**config.mk**
```make
export PLATFORM = sky130hd
export DESIGN_NAME = led_matrix_scan
export DESIGN_NICKNAME = d
export VERILOG_FILES = /design/src/rtl/led_matrix_pkg.sv /design/src/rtl/led_matrix_scan_timer.sv /design/src/rtl/led_matrix_scan.sv
export SDC_FILE = /design/constraint.sdc
export NUM_CORES = 1
export LEC_CHECK = 0
export BUFFER_PORTS_ARGS = -buffer_cell sky130_fd_sc_hd__buf_2
export CAP_MARGIN = 10
export CORE_MARGIN = 2
export CORE_UTILIZATION = 45
export CTS_CLUSTER_SIZE = 40
export DETAILED_ROUTE_END_ITERATION = 10
export GPL_TIMING_DRIVEN = 1
export PLACE_DENSITY = 0.68
export REMOVE_ABC_BUFFERS = 1
export SYNTH_ARGS = -nofsm -noshare
export SYNTH_HDL_FRONTEND = slang
export SYNTH_SLANG_ARGS = --single-unit
```
**constraint.sdc**
```tcl
create_clock -name clk -period 1.85 [get_ports clk]
set_input_delay 0.37 -clock clk [delete_from_list [all_inputs] [get_ports clk]]
set_output_delay 0.37 -clock clk [all_outputs]
set_load 0.02 [all_outputs]
```
**src/rtl/led_matrix_pkg.sv**
```systemverilog
// rtl/led_matrix_pkg.sv - shared types and helpers for the HUB75 scan driver
//   scan_state_t : scan FSM states
//   HUB_RGB_W    : bits per pixel lane ({b,g,r})
//   max3         : widest of three interval lengths, sizes the shared timer
package led_matrix_pkg;

   typedef enum logic [2:0] {
      IDLE,
      SHIFT,
      BLANK,
      LATCH,
      DISPLAY
   } scan_state_t;

   localparam int HUB_RGB_W = 3;

   function automatic int max3(input int a, input int b, input int c);
      int m;
      m = (a > b) ? a : b;
      return (m > c) ? m : c;
   endfunction

endpackage

```
**src/rtl/led_matrix_scan_timer.sv**
```systemverilog
// rtl/led_matrix_scan_timer.sv - loadable down-counter with done flag
//   clk, rst  : clock, synchronous active-high reset
//   load      : load load_val this cycle (has priority over counting)
//   load_val  : value loaded; the interval lasts load_val+1 cycles
//   count     : current remaining count
//   done      : count has reached zero (holds there until reloaded)
module led_matrix_scan_timer
   import led_matrix_pkg::*;
#(
   parameter int W = 8
) (
   input  logic         clk,
   input  logic         rst,
   input  logic         load,
   input  logic [W-1:0] load_val,
   output logic [W-1:0] count,
   output logic         done
);

   always_ff @(posedge clk) begin
      if (rst) begin
         count <= '0;
      end else if (load) begin
         count <= load_val;
      end else if (count != '0) begin
         count <= count - 1'b1;
      end
   end

   assign done = (count == '0);

endmodule

```
**src/rtl/led_matrix_scan.sv**
```systemverilog
// rtl/led_matrix_scan.sv - HUB75 row scan driver (shift, blank, latch, display)
//   Optional feature macro: LED_SCAN_DIM_EN adds brightness[7:0] (OE duty within DISPLAY).
//   clk, rst        : clock, synchronous active-high reset
//   enable          : run scan, sampled in IDLE and at the end of each row
//   rd_en/rd_col/rd_row : frame-buffer read request, data returns one cycle later
//   rgb_upper/lower : returned {b,g,r} pixels for the upper/lower half
//   frame_sync      : high during the last DISPLAY cycle of the last row
//   hub_rgb1/2, hub_clk, hub_lat, hub_oe_n, hub_addr : panel interface
//   busy            : FSM is not IDLE
module led_matrix_scan
   import led_matrix_pkg::*;
#(
   parameter int COLS      = 64,
   parameter int ROWS_HALF = 16,
   parameter int ADDR_W    = $clog2(ROWS_HALF),
   parameter int CLK_DIV   = 2,
   parameter int BLANK_CYC = 4,
   parameter int ON_TIME   = 256
) (
   input  logic                    clk,
   input  logic                    rst,
   input  logic                    enable,
`ifdef LED_SCAN_DIM_EN
   input  logic [7:0]              brightness,
`endif
   output logic                    rd_en,
   output logic [$clog2(COLS)-1:0] rd_col,
   output logic [ADDR_W-1:0]       rd_row,
   input  logic [HUB_RGB_W-1:0]    rgb_upper,
   input  logic [HUB_RGB_W-1:0]    rgb_lower,
   output logic                    frame_sync,
   output logic [HUB_RGB_W-1:0]    hub_rgb1,
   output logic [HUB_RGB_W-1:0]    hub_rgb2,
   output logic                    hub_clk,
   output logic                    hub_lat,
   output logic                    hub_oe_n,
   output logic [ADDR_W-1:0]       hub_addr,
   output logic                    busy
);

   localparam int COL_W = $clog2(COLS);
   localparam int TMR_W = $clog2(max3(2 * CLK_DIV, BLANK_CYC, ON_TIME) + 1);

   // The timer counts down, so a column slot runs count 2*CLK_DIV-1 .. 0.
   localparam logic [TMR_W-1:0] COL_LOAD    = TMR_W'(2 * CLK_DIV - 1);
   localparam logic [TMR_W-1:0] BLANK_LOAD  = TMR_W'(BLANK_CYC - 1);
   localparam logic [TMR_W-1:0] ON_LOAD     = TMR_W'(ON_TIME - 1);
   localparam logic [TMR_W-1:0] CAPTURE_CNT = TMR_W'(2 * CLK_DIV - 2);
   localparam logic [TMR_W-1:0] HIGH_CNT    = TMR_W'(CLK_DIV);

   scan_state_t        state;
   logic [COL_W-1:0]   col;
   logic [ADDR_W-1:0]  row;
   logic [ADDR_W-1:0]  row_nxt;
   logic               last_col;
   logic               last_row;
   logic               tmr_load;
   logic [TMR_W-1:0]   tmr_val;
   logic [TMR_W-1:0]   tmr_count;
   logic               tmr_done;

   assign last_col = (col == COL_W'(COLS - 1));
   assign last_row = (row == ADDR_W'(ROWS_HALF - 1));
   assign row_nxt  = last_row ? '0 : row + 1'b1;

   // OE stays low in DISPLAY while the remaining count is above off_at.
`ifdef LED_SCAN_DIM_EN
   logic [31:0]      on_product;
   logic [TMR_W-1:0] off_at;
   assign on_product = 32'(ON_TIME) * {24'd0, brightness};
`else
   localparam logic [TMR_W-1:0] off_at = '0;
`endif

   always_comb begin
      tmr_load = 1'b0;
      tmr_val  = COL_LOAD;
      case (state)
         IDLE:    tmr_load = enable;
         SHIFT: begin
            tmr_load = tmr_done;
            tmr_val  = last_col ? BLANK_LOAD : COL_LOAD;
         end
         LATCH: begin
            tmr_load = 1'b1;
            tmr_val  = ON_LOAD;
         end
         DISPLAY: tmr_load = tmr_done && enable;
         default: tmr_load = 1'b0;
      endcase
   end

   led_matrix_scan_timer #(.W(TMR_W)) u_timer (
      .clk      (clk),
      .rst      (rst),
      .load     (tmr_load),
      .load_val (tmr_val),
      .count    (tmr_count),
      .done     (tmr_done)
   );

   always_ff @(posedge clk) begin
      if (rst) begin
         state      <= IDLE;
         row        <= '0;
         col        <= '0;
         rd_en      <= 1'b0;
         rd_col     <= '0;
         rd_row     <= '0;
         hub_rgb1   <= '0;
         hub_rgb2   <= '0;
         hub_clk    <= 1'b0;
         hub_lat    <= 1'b0;
         hub_oe_n   <= 1'b1;
         hub_addr   <= '0;
         frame_sync <= 1'b0;
         busy       <= 1'b0;
`ifdef LED_SCAN_DIM_EN
         off_at     <= '0;
`endif
      end else begin
         rd_en      <= 1'b0;
         hub_lat    <= 1'b0;
         frame_sync <= 1'b0;
         case (state)
            IDLE: begin
               hub_oe_n <= 1'b1;
               hub_clk  <= 1'b0;
               if (enable) begin
                  state  <= SHIFT;
                  busy   <= 1'b1;
                  col    <= '0;
                  rd_en  <= 1'b1;
                  rd_col <= '0;
                  rd_row <= row;
               end
            end
            SHIFT: begin
               // Read data is valid in slot cycle 1; capturing it then puts the
               // pixel on the pins a full cycle before the visible hub_clk rise.
               if (tmr_count == CAPTURE_CNT) begin
                  hub_rgb1 <= rgb_upper;
                  hub_rgb2 <= rgb_lower;
               end
               hub_clk <= (tmr_count < HIGH_CNT);
               if (tmr_done) begin
                  if (last_col) begin
                     state <= BLANK;
                  end else begin
                     col    <= col + 1'b1;
                     rd_en  <= 1'b1;
                     rd_col <= col + 1'b1;
                     rd_row <= row;
                  end
               end
            end
            BLANK: begin
               hub_clk <= 1'b0;
               if (tmr_done) begin
                  state    <= LATCH;
                  hub_lat  <= 1'b1;
                  hub_addr <= row;
               end
            end
            LATCH: begin
               state <= DISPLAY;
`ifdef LED_SCAN_DIM_EN
               off_at   <= TMR_W'(32'(ON_TIME) - (on_product >> 8));
               hub_oe_n <= (on_product[31:8] == 24'd0);
`else
               hub_oe_n <= 1'b0;
`endif
               if (ON_TIME == 1) frame_sync <= last_row;
            end
            DISPLAY: begin
               if (!tmr_done) begin
                  hub_oe_n   <= !(tmr_count > off_at);
                  frame_sync <= (tmr_count == TMR_W'(1)) && last_row;
               end else begin
                  hub_oe_n <= 1'b1;
                  row      <= row_nxt;
                  col      <= '0;
                  if (enable) begin
                     state  <= SHIFT;
                     rd_en  <= 1'b1;
                     rd_col <= '0;
                     rd_row <= row_nxt;
                  end else begin
                     state <= IDLE;
                     busy  <= 1'b0;
                  end
               end
            end
            default: state <= IDLE;
         endcase
      end
   end

endmodule

```
After elaboration in Yosys (flattened, before gate mapping)
Cells that the tools add are included.
{"block": "classes", "n_lt_le_gt_ge": 2, "n_reduce_logical": 22, "n_bitwise": 2, "multipliers": 0, "addsub": 3, "shifts": 0, "n_div": 0, "eq_ne": 16, "n_mux": 39}
{"cell": "$mux 6", "count": 6}
{"cell": "$pmux 6 s3", "count": 2}
{"cell": "$mux 4", "count": 6}
{"cell": "$mux 9", "count": 2}
{"cell": "$ne 2x2->1 const B", "count": 8}
{"cell": "$mux 3", "count": 5}
{"cell": "$pmux 3 s5", "count": 1}
{"cell": "$pmux 4 s3", "count": 1}
{"cell": "$mux 1", "count": 10}
{"cell": "$reduce_and 5->1", "count": 2}
{"cell": "$eq 9x1->1 const B", "count": 1}
{"cell": "$eq 9x2->1 const B", "count": 1}
{"cell": "$gt 9x1->1 const B", "count": 1}
{"cell": "$logic_not 9->1", "count": 1}
{"cell": "$lt 9x2->1 const B", "count": 1}
{"cell": "$reduce_bool 9->1", "count": 1}
{"cell": "$sub 9x1->9 const B", "count": 1}
{"cell": "$mux 8", "count": 1}
{"cell": "$reduce_and 4->1", "count": 2}
{"cell": "$add 6x1->6 const B", "count": 1}
{"cell": "$eq 3x2->1 const B", "count": 2}
{"cell": "$eq 6x6->1 const B", "count": 1}
{"cell": "$pmux 1 s3", "count": 2}
{"cell": "$reduce_and 2->1", "count": 3}
{"cell": "15 further kinds", "count": 22}
{"block": "word_totals", "register_bits": 48, "mem_bits_ro": 0, "mem_bits_rw": 0, "out_inout_bits": 26, "latchBits": 0, "inputBits": 9, "memories": 0, "elab_cells": 99}

Logic depth before layout (Yosys ltp)
{"block": "logic_depth", "depth_word": 5, "depth_mapped": 8, "ltp_nobuf": 7}

Cells and area by module
A second synthesis with hierarchy kept.
{"block": "unflattened", "hier_cells": 265, "hier_area_um2": 2407.3}
{"module": "led_matrix_scan", "n_inst": 1, "seq_area_each_um2": 780.7, "cells_per_inst": 203, "area_per_inst_um2": 1893.1}
{"module": "led_matrix_scan_timer", "n_inst": 1, "seq_area_each_um2": 180.2, "cells_per_inst": 62, "area_per_inst_um2": 514.2}

Worst setup path before layout
Ideal clock, no wire load.
{"block": "synth_path", "path_type": "register to register", "start": "register u_timer.count[0]", "end": "register col[1]", "t_arrival_ps": 1900, "stages_incl_launch_ff": 9, "setup_time_ps": 61, "period_less_slack_ps": 1961, "setup_slack_ps": -111, "required_time_ps": 1789, "path_cell_list": "dfxtp_1 -> inv_1 -> ha_1 -> nor4b_2 -> nand2_4 -> or3_1 -> buf_2 -> a21oi_4 -> a32o_1"}
{"block": "synth_between", "elab_chain_len": 3, "elab_cells_between_ends": 4, "cone_classes": "eq/ne (2); reduce/logical (2)"}
{"element": "start, declared", "line_no": "led_matrix_scan_timer.sv:16", "rtl": "output logic [W-1:0] count,"}
{"element": "start signal, assigned", "line_no": "led_matrix_scan_timer.sv:24", "rtl": "count <= load_val;"}
{"element": "start signal, assigned", "line_no": "led_matrix_scan_timer.sv:26", "rtl": "count <= count - 1'b1;"}
{"element": "$logic_not 9->1 *", "line_no": "led_matrix_scan_timer.sv:30", "rtl": "assign done = (count == '0);"}
{"element": "$ne 2x2->1 (no source line)"}
{"element": "$reduce_and 5->1 (no source line) *"}
{"element": "end signal, assigned", "line_no": "led_matrix_scan.sv:150", "rtl": "col <= col + 1'b1;"}
{"element": "end, declared", "line_no": "led_matrix_scan.sv:52", "rtl": "logic [COL_W-1:0] col;"}
Every way passes the cells marked *; elsewhere a longest branch is shown, timed or not.
A chain may end at the register's enable or synchronous reset.

Worst setup path after layout
Ends and elaborated chain as after synthesis.

==> insert_results.sql <==
INSERT INTO impl_metrics (metric_group, metric, value, unit) VALUES
('worst_hold_path', 'worst_hold_path.endpoint', 'hub_rgb1[1]', ''),
('setup_path', 'setup.reg_to_reg.worst_slack', '30', 'ps'),
('logic_synthesis', 'asyncSetResetFlopFracSynth', '0', ''),
('logic_synthesis', 'post_synth.cell_area_avg', '8.88', 'um^2'),
('setup_path', 'timing.critical_path.required', '2060', 'ps'),
('final_layout', 'fin_cells', '388', ''),
('route', 'router_iterations_before_antenna_repair', '4', ''),
('route', 'remaining_drc_errors', '0', ''),
('route', 'post_detailed_route_wirelength_per_cell', '13.8', 'um'),
('clock_network', 'cts_setup_buffers', '0', ''),
('route', 'drt-vias-per-instance', '5.29', ''),
('setup_path', 'critPathCaptureType', 'flip-flop', ''),
('clock_network', 'cts_root_buffer', 'clkbuf_8', ''),
('clock_network', 'htreeDepth', '2', ''),
('sta', 'post-route-period-util', '0.982', ''),
('logic_synthesis', 'ys_top_cells_by_area', 'dfxtp_1 43%, mux2i_1 4.5%, a21oi_1 4.0%', ''),
('sta', 'finalClockSkew', '9.73', 'ps'),
('clock_network', 'cts_buffers', '5', ''),
('logic_synthesis', 'synth_top_flop_cell', 'dfxtp_1', ''),
('flow_run', 'max-cap-violations', '0', ''),
('clock_network', 'cts_buffer_depth', '2', ''),
('logic_synthesis', 'ys_seq_elements', '48', ''),
('floorplan', 'fp.dieW', '74.7', 'um'),
('floorplan', 'die_y', '74.7', 'um'),
('setup_path', 'start_kind', 'flip-flop', ''),
('sta', 'maxSlewHeadroom', '0.740', ''),
('floorplan', 'core_area', '4750', 'um^2'),
('power_and_ir_drop', 'reported_leakage_power', '1.29', 'nW'),
('placement', 'gp_congestion', '0.822', ''),
('sta', 'maxClockFrequency', '0.551', 'GHz'),
('sta', 'timing.final.setup_violations', '0', ''),
('route', 'via_count', '2053', ''),
('clock_network', 'cts.reportedPaths.clkPinSlew', '90', 'ps'),
('worst_hold_path', 'holdCritPathClass', 'in2reg', ''),
('setup_path', 'ff2ff_path_depth', '10', ''),
('global_routing', 'antenna_found_initial', '0', ''),
('setup_path', 'cp_data_arrival_time', '2020', 'ps'),
('clock_network', 'cts_sinks', '48', ''),
('setup_path', 'worst_r2r_startpoint', 'u_timer.count[0]', ''),
('global_routing', 'grt_max_degree', '20', ''),
('logic_synthesis', 'seq_area_frac_synth', '0.428', ''),
('final_layout', 'num_antenna_cells', '0', ''),
('logic_synthesis', 'syn-instance-count', '253', ''),
('route', 'ant_nets', '0', ''),
('sta', 'hold_slack', '297', 'ps'),
('logic_synthesis', 'ys_types', '45', ''),
('clock_network', 'tritoncts_clock_tree', 'built', ''),
('sta', 'rsz0062_at_grt', 'true', ''),
('placement', 'dp.final_hpwl', '3870', 'um'),
('sta', 'final-hold-violation-count', '0', ''),
('sta', 'maxSlewViolCount', '0', ''),
('floorplan', 'fp.dieArea', '5570', 'um^2'),
('floorplan', 'initial_core_util', '0.473', ''),
('logic_synthesis', 'synth_top_cell_by_area', 'dfxtp_1', ''),
('global_routing', 'grt_overflow_total', '0', ''),
('route', 'drt_first_iter_violations', '149', ''),
('setup_path', 'critical_path_class', 'reg2reg', ''),
('placement', 'place_inst', '379', ''),
('final_layout', 'layout_area_growth_over_synthesis', '28.5', '%'),
('global_routing', 'wire_length_of_the_first_global_routing_pass', '8510', 'um'),
('worst_hold_path', 'worstHoldStart', 'rgb_upper[1]', ''),
('setup_path', 'timing.rr.end', 'col[1]', ''),
('run_status', 'status', 'finished clean', ''),
('floorplan', 'io_pins', '35', ''),
('logic_synthesis', 'synthesis.area', '2250', 'um^2'),
('clock_network', 'clk_latency', '300', 'ps'),
('global_routing', 'number_of_global_route_vias_before_repair', '1835', ''),
('final_layout', 'nNetsFinal', '335', ''),
('power_and_ir_drop', 'cellPowerDensity', '1380', 'nW/um^2'),
('placement', 'port_buf_inserts', '34', ''),
('route', 'totalWireLength', '5340', 'um'),
('worst_hold_path', 'worstHoldPathCells', '3', ''),
('setup_path', 'timing.critical_path.fanout_max', '4', ''),
('power_and_ir_drop', 'vdd.ir_drop.worst', '0.000594', 'V'),
('logic_synthesis', 'yosys_warnings', '0', ''),
('final_layout', 'drive_gt1_frac', '0.305', ''),
('logic_synthesis', 'synth-edff-count', '0', ''),
('global_routing', 'track_usage', '0.196', ''),
('sta', 'worst-slew-pin-transition', '389', 'ps'),
('sta', 'finalCriticalPeriod', '1820', 'ps'),
('logic_synthesis', 'netlist.area_leader.share', '0.428', ''),
('floorplan', 'num_rows', '25', '');
-- power breakdown --
| part | leakage [nW] | total, mW | switching, mW | internal [mW] |
|---|---|---|---|---|
| logic | 0.851 | 1.98 | 1.06 | 0.922 |
| registers | 0.390 | 1.34 | 0.149 | 1.19 |
| clock network | 0.0516 | 0.669 | 0.363 | 0.306 |
-- routing by layer --
layer  wire length, um  vias to the layer above  part of all wire  global-route usage
li1                  -                     1048                 -                   -
met1              2690                      961              0.50               0.274
met2              2430                       39              0.45               0.312
met3               168                        5             0.031              0.0375
met4                57                        0             0.011              0.0575
met5                 0                        -                 0                   0
-- cells in the mapped netlist, types with 3 or more instances --
cell type,count
mux2i_1,10
a22o_1,4
a21o_1,3
and3_1,3
xnor2_1,6
inv_1,5
nor2_1,24
xor2_1,8
nor4_1,3
or3_1,6
dfxtp_1,48
clkbuf_1,8
a211oi_1,5
buf_2,4
o21ai_0,15
nor3_1,10
nand2_1,17
nand3_1,13
o211ai_1,3
a21oi_1,18
or2_2,3
nand2b_1,5
ha_1,6
-- worst max-delay path, cell delays in order (launching register included) --
cell and delay, ps:
dfxtp_2 330, inv_2 70, ha_4 130, nor4b_4 190
buf_4 160, nand2_4 60, buf_4 140, nor3_4 190
nor3_1 80, buf_4 160, a32o_1 190
-- sequential cells by signal (all words and copies together), names as in the netlist --
| register | cells |
|---|---|
| u_timer.count | 9 |
| col | 6 |
| rd_col | 6 |
| hub_addr | 4 |
| rd_row | 4 |
| row | 4 |
| hub_rgb1 | 3 |
| hub_rgb2 | 3 |
| state | 3 |
| busy | 1 |
| frame_sync | 1 |
| hub_clk | 1 |
| hub_lat | 1 |
| hub_oe_n | 1 |
| rd_en | 1 |
-- final cells by class --
| cell class | count | area, um^2 |
|---|---|---|
| Multi-Input combinational cell | 188 | 1260 |
| Tap cell | 67 | 83.8 |
| Fill cell | 427 | 1870 |
| Clock inverter | 2 | 13.8 |
| Sequential cell | 48 | 963 |
| Clock buffer | 6 | 82.6 |
| Inverter | 5 | 18.8 |
| Timing Repair Buffer | 72 | 459 |
-- cell usage in the layout (no fill, tap or decap), types with 10 or more instances in the layout --
| master | Yosys | routed |
|---|---|---|
| dfxtp_1 | 48 | 46 |
| nand2_1 | 17 | 17 |
| buf_4 | 0 | 37 |
| o21ai_0 | 15 | 15 |
| buf_2 | 4 | 34 |
| nand3_1 | 13 | 13 |
| a21oi_1 | 18 | 18 |
| nor2_1 | 24 | 24 |
| mux2i_1 | 10 | 10 |
| nor3_1 | 10 | 10 |
-- logic make-up after synthesis --
group                    synth area share
buffers and inverters              0.0306
adder cells (fa/ha/maj)            0.0334
AO/OA/AOI/OAI                       0.188
XOR/XNOR                           0.0546
flip-flops                          0.428
AND/OR/NAND/NOR                     0.221
multiplexers                       0.0445
-- how the worst max path moves through the flow --
| stage | start | end | slack, ps | depth (start not counted) |
|---|---|---|---|---|
| 2_1_floorplan | u_timer.count[0] | col[1] | -250 | 7 |
| 3_5_place_dp | u_timer.count[0] | col[1] | -8 | 8 |
| 6_report | u_timer.count[0] | col[1] | 30 | 10 |
| 3_3_place_gp | u_timer.count[0] | col[1] | 30 | 8 |
| 5_1_grt | u_timer.count[1] | col[1] | -90 | 10 |
| 4_1_cts | u_timer.count[0] | rd_row[0] | 1 | 9 |
-- stage by stage --
stage               cell area (um^2)  utilization  setup TNS [ps]  power, mW  setup slack [ps]
finish                          2890        0.607               0       3.99              34.0
global route                    2890        0.607            -923       4.23             -87.6
CTS                             2830        0.595               0       3.84              1.02
detailed placement              2730        0.574           -7.95       3.15             -7.95
global placement                2730        0.574               0       3.13              34.2
floorplan                       2200            -           -2480       2.45              -249
-- repair_timing --
| action | in CTS | in global routing |
|---|---|---|
| gates cloned | 0 | 1 |
| pin swaps | 0 | 8 |
| resized for setup | 1 | 13 |
| hold buffers | 0 | 0 |
| setup endpoints to repair | 4 | 17 |
No activity file was read; power rests on OpenSTA's default activity.
